===== src/rtl/fetch_unit.sv =====
// Instruction fetch stage: drives instruction memory requests, absorbs stalls in a
// one-entry hold buffer, drops in-flight data after a redirect, and stops on a halt word.
module fetch_unit #(
    parameter logic [15:0] RESET_PC    = 16'h0000,
    parameter logic [3:0]  HALT_OPCODE = 4'hF,
    parameter logic [15:0] NOP_INSTR   = 16'h0000
) (
    input  logic        clk,
    input  logic        rst_n,
    input  logic        stall_n,
    input  logic        branch_taken,
    input  logic [15:0] branch_target,
    output logic        imem_req,
    output logic [15:0] imem_addr,
    input  logic [15:0] imem_rdata,
    input  logic        imem_ready,
    output logic [15:0] if_instr_out,
    output logic [15:0] if_pc_out,
    output logic        if_flush_out,
    output logic        halted
);

    typedef enum logic [1:0] {StFetch, StDiscard, StHalt} state_e;

    state_e      state_q, state_d;
    logic [15:0] pc_q, pc_d;
    logic [15:0] req_addr_q, req_addr_d;
    logic [15:0] hold_instr_q, hold_instr_d;
    logic [15:0] hold_pc_q, hold_pc_d;
    logic        hold_valid_q, hold_valid_d;
    logic [15:0] instr_q, instr_d;
    logic [15:0] out_pc_q, out_pc_d;
    logic        flush_q, flush_d;

    logic        req_active;
    logic        done;
    logic        is_halt;
    logic [15:0] next_addr;
    logic [15:0] fetched_pc;

    // A request is live while discarding or while fetching with an empty hold buffer.
    assign req_active = (state_q == StDiscard) || ((state_q == StFetch) && !hold_valid_q);
    // Gate with rst_n so no request is visible while reset is asserted.
    assign imem_req   = rst_n & req_active;
    assign imem_addr  = req_addr_q;
    assign done       = req_active & imem_ready;
    assign is_halt    = (imem_rdata[15:12] == HALT_OPCODE);
    assign next_addr  = req_addr_q + 16'd2;
    assign fetched_pc = is_halt ? req_addr_q : next_addr;

    assign if_instr_out = instr_q;
    assign if_pc_out    = out_pc_q;
    assign if_flush_out = flush_q;
    assign halted       = (state_q == StHalt);

    // Next-state logic: redirect first, then discard, hold-buffer drain, completion, bubble.
    always_comb begin
        state_d      = state_q;
        pc_d         = pc_q;
        req_addr_d   = req_addr_q;
        hold_instr_d = hold_instr_q;
        hold_pc_d    = hold_pc_q;
        hold_valid_d = hold_valid_q;
        instr_d      = instr_q;
        out_pc_d     = out_pc_q;
        flush_d      = flush_q;

        if (branch_taken) begin
            pc_d         = branch_target;
            hold_valid_d = 1'b0;
            instr_d      = NOP_INSTR;
            flush_d      = 1'b1;
            if (req_active && !imem_ready) begin
                // Access still in flight: its data must be thrown away when it arrives.
                state_d = StDiscard;
            end else begin
                state_d    = StFetch;
                req_addr_d = branch_target;
            end
        end else begin
            case (state_q)
                StDiscard: begin
                    if (stall_n) begin
                        instr_d = NOP_INSTR;
                        flush_d = 1'b1;
                    end
                    if (imem_ready) begin
                        req_addr_d = pc_q;
                        state_d    = StFetch;
                    end
                end
                default: begin
                    if (hold_valid_q) begin
                        if (stall_n) begin
                            instr_d      = hold_instr_q;
                            out_pc_d     = hold_pc_q;
                            flush_d      = 1'b0;
                            hold_valid_d = 1'b0;
                        end
                    end else if (done) begin
                        // A halt word keeps pc on its own address.
                        pc_d       = fetched_pc;
                        req_addr_d = fetched_pc;
                        if (is_halt) begin
                            state_d = StHalt;
                        end
                        if (stall_n) begin
                            instr_d  = imem_rdata;
                            out_pc_d = next_addr;
                            flush_d  = 1'b0;
                        end else begin
                            hold_instr_d = imem_rdata;
                            hold_pc_d    = next_addr;
                            hold_valid_d = 1'b1;
                        end
                    end else if (stall_n) begin
                        instr_d = NOP_INSTR;
                        flush_d = 1'b1;
                    end
                end
            endcase
        end
    end

    // State and output registers with asynchronous reset.
    always_ff @(posedge clk or negedge rst_n) begin
        if (!rst_n) begin
            state_q      <= StFetch;
            pc_q         <= RESET_PC;
            req_addr_q   <= RESET_PC;
            hold_instr_q <= NOP_INSTR;
            hold_pc_q    <= RESET_PC;
            hold_valid_q <= 1'b0;
            instr_q      <= NOP_INSTR;
            out_pc_q     <= RESET_PC;
            flush_q      <= 1'b1;
        end else begin
            state_q      <= state_d;
            pc_q         <= pc_d;
            req_addr_q   <= req_addr_d;
            hold_instr_q <= hold_instr_d;
            hold_pc_q    <= hold_pc_d;
            hold_valid_q <= hold_valid_d;
            instr_q      <= instr_d;
            out_pc_q     <= out_pc_d;
            flush_q      <= flush_d;
        end
    end

endmodule


===== config.mk =====
export PLATFORM = sky130hd
export DESIGN_NAME = fetch_unit
export DESIGN_NICKNAME = d
export VERILOG_FILES = /design/src/rtl/fetch_unit.sv
export SDC_FILE = /design/constraint.sdc
export NUM_CORES = 1
export LEC_CHECK = 0
export CORE_MARGIN = 8
export CORE_UTILIZATION = 53
export CTS_BUF_LIST = sky130_fd_sc_hd__clkbuf_8 sky130_fd_sc_hd__clkbuf_16
export CTS_CLUSTER_DIAMETER = 30
export DETAILED_ROUTE_END_ITERATION = 12
export GPL_ROUTABILITY_DRIVEN = 1
export PLACE_DENSITY_LB_ADDON = 0.3
export SYNTH_ARGS = -nofsm -noshare
export SYNTH_HDL_FRONTEND = slang
export SYNTH_SLANG_ARGS = --single-unit

===== constraint.sdc =====
create_clock -name clk -period 2 [get_ports clk]
set_clock_uncertainty 0.05 [all_clocks]
set_input_delay 0.4 -clock clk [delete_from_list [all_inputs] [get_ports clk]]
set_output_delay 0.4 -clock clk [all_outputs]
set_load 0.02 [all_outputs]

==> metrics.txt <==
Die Y 113.7 µm; final setup fails 0; CP startpoint kind register; Seq/Total Area, Yosys 49.46%; clock net sink count 100; Finished Core Util 70.56%; gpl congestion 0.8904; Max Cap Viol 0; critical-path cell list a21oi_2 -> and2_1 -> dlygate4sd2_1; Via density 5.888; Synth top area share 48.94%; later-pin clock latency in the skew report 360 ps; first-pass GRT wire length 21980 µm; Post-synth EDFFs 0; DRT antenna net count 0; CTS root buffer clkbuf_8; Post-Syn Instances 515; RSZ-0062 raised after global routing false; final period utilization 96.71%; Worst-Margin Slew 1070 ps; Crit path arrival time 1480 ps; yosys warns 0; Worst Hold Class in -> async; fraction of layout cells with a size suffix above 1 17.43%; Core ar. 9240 µm²; Post CTS Setup Buffer Count 0; cell taking the most area after synthesis dfrtp_1; Fin. Hold Viols 0; IO Pins 88; Crit Path Category reg -> out; final hold slack 79.55 ps; fraction of registers with async set/reset 100.0%; Avg Cell Area, Syn 9.830 µm²; Post-DP Area 6327 µm²; largest net degree at the start of global routing 101; Clock Pin Slew Worst Setup and Hold Paths 100 ps; number of port buffers 87; top post-synthesis cells by area dfrtp_1 49%, o21ai_0 5.6%, nand2_1 4.4%; # fillers 667; slowest CP cell dfrtp_1; Worst EP required 1550 ps; outcome complete, no violations; placed cell count 744; Die Wd 113.7 µm; relative slew slack 28.41%; max incr delay on CP 450 ps; syn_nets 553; minimum clock period 1934 ps; Synth Cell Area 5062 µm²; area of the die 12930 µm²; Rows 35; vias in the first global route 4421; CTS tree yes; nets 664; gr usage total 21.12%; per-cell routed wire length 17.94 µm; synthesis-to-layout area growth 28.79%; fin area 6520 µm²; FF+latch count, synth 100; Max H-tree Level 3; Detailed Place HPWL 9933 µm; Setup crit end kind primary output; Distinct cells, synth 60; hold_buf cts 0; Leak Pwr 2.759 nW; initial DRC count 445; critical path fanouts, max 6; global route total overflow 0; Crit path max-delay family flip-flops; Initial Utilization 54.79%; Finished Layout Cells 760; first drt pass iteration count 5; # DRC 0; diode count 0; Max Fclk 0.5170 GHz; total power divided by cell area 918.7 nW/µm²; most common cell after layout, fill and taps aside dfrtp_1; max-slew violation count 0; Buf+Inv Stages, Crit Path 1; via count 4475; Top FF cell, synth dfrtp_1; clk buf depth 2; Worst VDD drop 444.7 µV; commonest cells after routing, fill and taps aside 94 x dfrtp_1, 70 x clkdlybuf4s50_1, 60 x nand2_1, 57 x o21ai_0, 51 x buf_4; Post-Route WL 13640 µm; total CTS buffers 9; initial antenna violation count 0
[state kept, by name, summed over array words and instances, names as in the netlist]
name          cells
hold_valid_q      1
hold_pc_q        16
if_pc_out        16
imem_addr        16
pc_q             16
hold_instr_q     16
if_instr_out     16
if_flush_out      1
state_q           2
[path summary, 6_finish.rpt]
| kind | from | endpoint | slack (ps) | cells past startpoint |
|---|---|---|---|---|
| setup / recovery | state_q[1] | imem_req | 70 | 3 |
| hold / removal | rst_n | if_instr_out[11] | 80 | 2 |
| setup reg to reg | state_q[0] | imem_addr[8] | 170 | 7 |
| hold reg to reg | if_pc_out[1] | if_pc_out[1] | 440 | 2 |
| max in group asynchronous | rst_n | imem_addr[10] | 1410 | 2 |
| min in group clk | branch_taken | state_q[0] | 390 | 2 |
[timing repair]
item	4_1_cts	5_1_grt
pin swaps	0	0
gates cloned	0	0
gates resized for setup	15	6
endpoints found under the setup margin	12	6
endpoints found under the hold margin	0	0
[cells by family after synthesis]
logic type,synth area share [%]
XOR/XNOR,4.325
buffers and inverters,4.473
AND/OR/NAND/NOR,16.02
AO/OA/AOI/OAI,17.60
flip-flops,49.46
multiplexers,7.884
adder cells (fa/ha/maj),0.2471
[area by class of cell]
| type | instances | area [µm²] | area share (%) |
|---|---|---|---|
| Timing Repair Buffer | 141 | 1319 | 20.23 |
| Clock buffer | 9 | 123.9 | 1.900 |
| Sequential cell | 100 | 2510 | 38.50 |
| Multi-Input combinational cell | 371 | 2335 | 35.81 |
| Clock inverter | 7 | 60.06 | 0.9211 |
| Inverter | 3 | 11.26 | 0.1727 |
| Tap cell | 129 | 161.4 | 2.476 |
[routing by layer]
| metal | global-route usage [%] | up-vias | routed length [µm] |
|---|---|---|---|
| met5 | 0 | - | 0 |
| met4 | 6.750 | 0 | 137 |
| met3 | 3.751 | 11 | 1078 |
| met2 | 33.41 | 185 | 6516 |
| met1 | 28.74 | 2219 | 5906 |
| li1 | - | 2060 | - |
[worst register-to-register path, stage by stage, from the launching register on]
cell and delay, ps:
dfrtp_1 400, buf_4 180, nor2b_1 300, or2_4 260, buf_4 160, nor2_1 60
o21ai_0 180, o21ai_0 120
[cell usage after synthesis (all sizes together) (2+ instances only)]
cell type / number
a221oi: 3
o31ai: 2
buf: 21
a222oi: 5
a31oi: 2
mux2i: 14
xor2: 10
nor4: 6
clkbuf: 20
and2: 2
inv: 3
nor3b: 6
xnor2: 15
or2: 2
nand2: 61
o31a: 2
o21ai: 58
nor2b: 4
dfrtp: 99
nand4: 9
a22o: 7
o221ai: 3
nor2: 44
nand3: 8
o211ai: 4
nor3: 10
nand2b: 2
and3: 4
a21oi: 37
o22ai: 16
mux2: 23
[power breakdown]
group | internal [mW] | leakage, nW | switching [mW]
logic | 0.937 | 1.43 | 1.02
clock network | 0.475 | 0.0951 | 0.765
registers | 2.46 | 1.23 | 0.327
total | 3.88 | 2.76 | 2.11
[stage by stage]
step	total power [mW]	TNS, ps	setup WS (ps)
4_1_cts	6.013	0	8.326
2_1_floorplan	3.883	0	128.2
5_1_grt	6.296	0	5.406
3_5_place_dp	4.805	-9792	-260.2
3_3_place_gp	4.726	-6112	-139.0
6_report	5.990	0	65.90
(Power assumes the default switching activity.)
==> variant (same settings) <==
Register the input `branch_target` before use, without a reset. The logic sees it one clock later. The other inputs are not delayed to match.
--- a/src/rtl/fetch_unit.sv
+++ b/src/rtl/fetch_unit.sv
@@ -23,2 +23,8 @@
     typedef enum logic [1:0] {StFetch, StDiscard, StHalt} state_e;
+
+    logic [15:0] branch_target_q;
+
+    always_ff @(posedge clk) begin
+        branch_target_q <= branch_target;
+    end
 
@@ -68,3 +74,3 @@
         if (branch_taken) begin
-            pc_d         = branch_target;
+            pc_d         = branch_target_q;
             hold_valid_d = 1'b0;
@@ -77,3 +83,3 @@
                 state_d    = StFetch;
-                req_addr_d = branch_target;
+                req_addr_d = branch_target_q;
             end
Check against the original RTL: not equivalent (a bounded check fails within 4 cycles, from zero or initial values and one cycle with rst_n low).
==> variant against the unedited design <==
The flow now finishes with violations (setup timing). Sequential cell count grew 16. Clock power rose to 2.7 times the old value. Design area grew 13%. Final cell count grew 8.4%. Hold slack improved by 180 ps. Die area rose by 4.0%. Register-to-register slack got worse by 190 ps. Wire length grew 17%. Area after synthesis rose by 4.7%. Total power increased by 41%. Setup slack got worse by 85 ps. Non-clock buffer count increased by 13. Highest routed layer unchanged.
==> variant: results (changes against the unedited design) <==
* Pre-CTS WS at -270 ps (-10.0 ps)
* Vias in the first global route at 5,040 (+14%)
* Main synth FF type: dfrtp_1
* Leading post-synthesis cells by instance count: nand2_1 (101), dfrtp_1 (99), o21ai_0 (60)
* Number of detailed-route iterations in the first pass at 7 (+2)
* Setup_tns at -19.0 ps (-19.0 ps)
* Count of distinct cell types in the synthesized netlist at 55 (-8.3%)
* Worst skew pair latency at 530 ps (+170 ps)
* Crit Path Max Fanout at 6 (unchanged)
* Reg2reg start: imem_addr[2]
* Failing checks: setup timing
* H-tree depth at 4 (+1)
* Setup-failing EPs final at 1 (+1)
* Maximum number of pins on one net before global-route repair at 101 (unchanged)
* Transition at the pin with the smallest max-transition slack at 547 ps (-523 ps)
* Reg-to-reg critical path endpoint: pc_q[15]
* Share of cells above drive strength 1 at 0.179 (+0.00512)
* Hold slack final at 258 ps (+178 ps)
* Clock Pin Slew Worst Setup and Hold Paths at 60 ps (-40 ps)
* Class of the worst hold path: input pin to register
* Global-route wire length before repair at 25,200 µm (+15%)
* Placed Area at 6690 µm² (+5.7%)
* Maximum count of clock buffers along a single path at 2 (unchanged)
* Sequential cell area fraction in the yosys report at 0.533 (+0.0384)
* Via density per instance at 5.98 (+1.6%)
* Net total in the final layout at 716 (+7.8%)
* Worst Hold Launch: branch_target[15]
* Number of diodes at 0 (unchanged)
* Number of buffers created by CTS at 17 (+8)
* Yosys Warn Count at 0 (unchanged)
* Placed instance count at 787 (+5.8%)
* Total track usage at 0.243 (+0.0318)
* Via Count at 4,931 (+10%)
* DRT Wirelength at 15,900 µm (+17%)
* Arrival @ worst endpoint at 2390 ps (+910 ps)
* HPWL after detailed placement at 10,500 µm (+5.4%)
* CTS root buf: clkbuf_8
* Synthesized net count at 589 (+6.5%)
* Slack of the critical path at -19.0 ps (-84.9 ps)
* Number of cells produced by synthesis at 551 (+7.0%)
* Number of port buffers at 87 (unchanged)
* Cell depth of the worst flop-to-flop path at 7 (unchanged)
* Cell depth of the worst hold path at 1
* Leak Pwr at 3.19 nW (+16%)
* Status: complete, but fails checks
* Iteration-0 DRC Markers at 464 (+4.3%)
* Area contributors post-synth: dfrtp_1 (47%), nand2_1 (7.2%), dfxtp_1 (6.0%)
* Asr flop ratio synth at 0.862 (-0.138)
* Worst supply voltage drop on vdd at 713 µV (+60%)
* Initial antenna violation count at 0 (unchanged)
* Routability cong. at 0.861 (-3.3%)
[variant: cell types whose count changed after synthesis, sizes merged, moves of 10 or more]
cell / before / now
nand2: 61 / 101
mux2: 23 / 2
dfxtp: 0 / 16
nor2: 44 / 31
o21ai: 58 / 70
o32a: 0 / 12
a21oi: 37 / 27
[variant: kinds of logic after synthesis]
| logic type | Yosys count | share of synthesized area |
|---|---|---|
| simple gates | 183 | 0.162 |
| compound gates | 160 | 0.191 |
| flops | 116 | 0.533 |
| buf+inv | 50 | 0.0401 |
| xor+xnor | 25 | 0.0413 |
| mux | 16 | 0.0307 |
| fa+ha+maj | 1 | 0.00236 |
[variant: routing by layer]
layer	global-route usage	up-vias	part of all wire
met5	0	-	0
met4	0.103	0	0.029
met3	0.0698	59	0.086
met2	0.394	239	0.48
met1	0.297	2402	0.40
li1	-	2231	-
[variant: what timing repair did]
item | in CTS | in global routing
buffers inserted | 0 | 4
hold buffers | 1 | 0
endpoints found under the setup margin | 19 | 5
endpoints found under the hold margin | 99 | 0
resized for setup | 25 | 5
[variant: layout make-up]
type | instances | area [µm²]
Clock inverter | 12 | 201
Tap cell | 133 | 166
Timing Repair Buffer | 154 | 1410
Multi-Input combinational cell | 385 | 2290
Fill cell | 663 | 2360
Sequential cell | 116 | 2830
Clock buffer | 20 | 455
Inverter | 4 | 15.0
[variant: power by group]
group / switching, mW / internal, mW
registers: 0.340 / 2.79
clock network: 1.10 / 2.25
logic: 1.08 / 0.896
[variant: worst max-delay path by stage]
stage,cells after the start,from,end
2_1_floorplan,7,imem_addr[2],pc_q[15]
3_3_place_gp,5,imem_ready,pc_q[11]
3_5_place_dp,6,imem_rdata[14],pc_q[15]
4_1_cts,3,hold_valid_q,imem_req
5_1_grt,7,imem_addr[2],pc_q[15]
6_report,7,imem_addr[2],pc_q[15]
[variant: per-stage QoR]
step                total power, mW  utilization
floorplan                      4.16            -
global placement               5.01        0.688
detailed placement             5.09        0.688
CTS                            8.42        0.755
global route                   8.77        0.758
finish                         8.45        0.758
[variant: worst max-delay path, stage by stage, from the launching register on]
cell and delay, ps:
dfrtp_2 450, ha_4 190, nand3_4 70, or3_1 380, buf_4 180, o21ai_0 260, a311oi_2 160, a21o_1 180
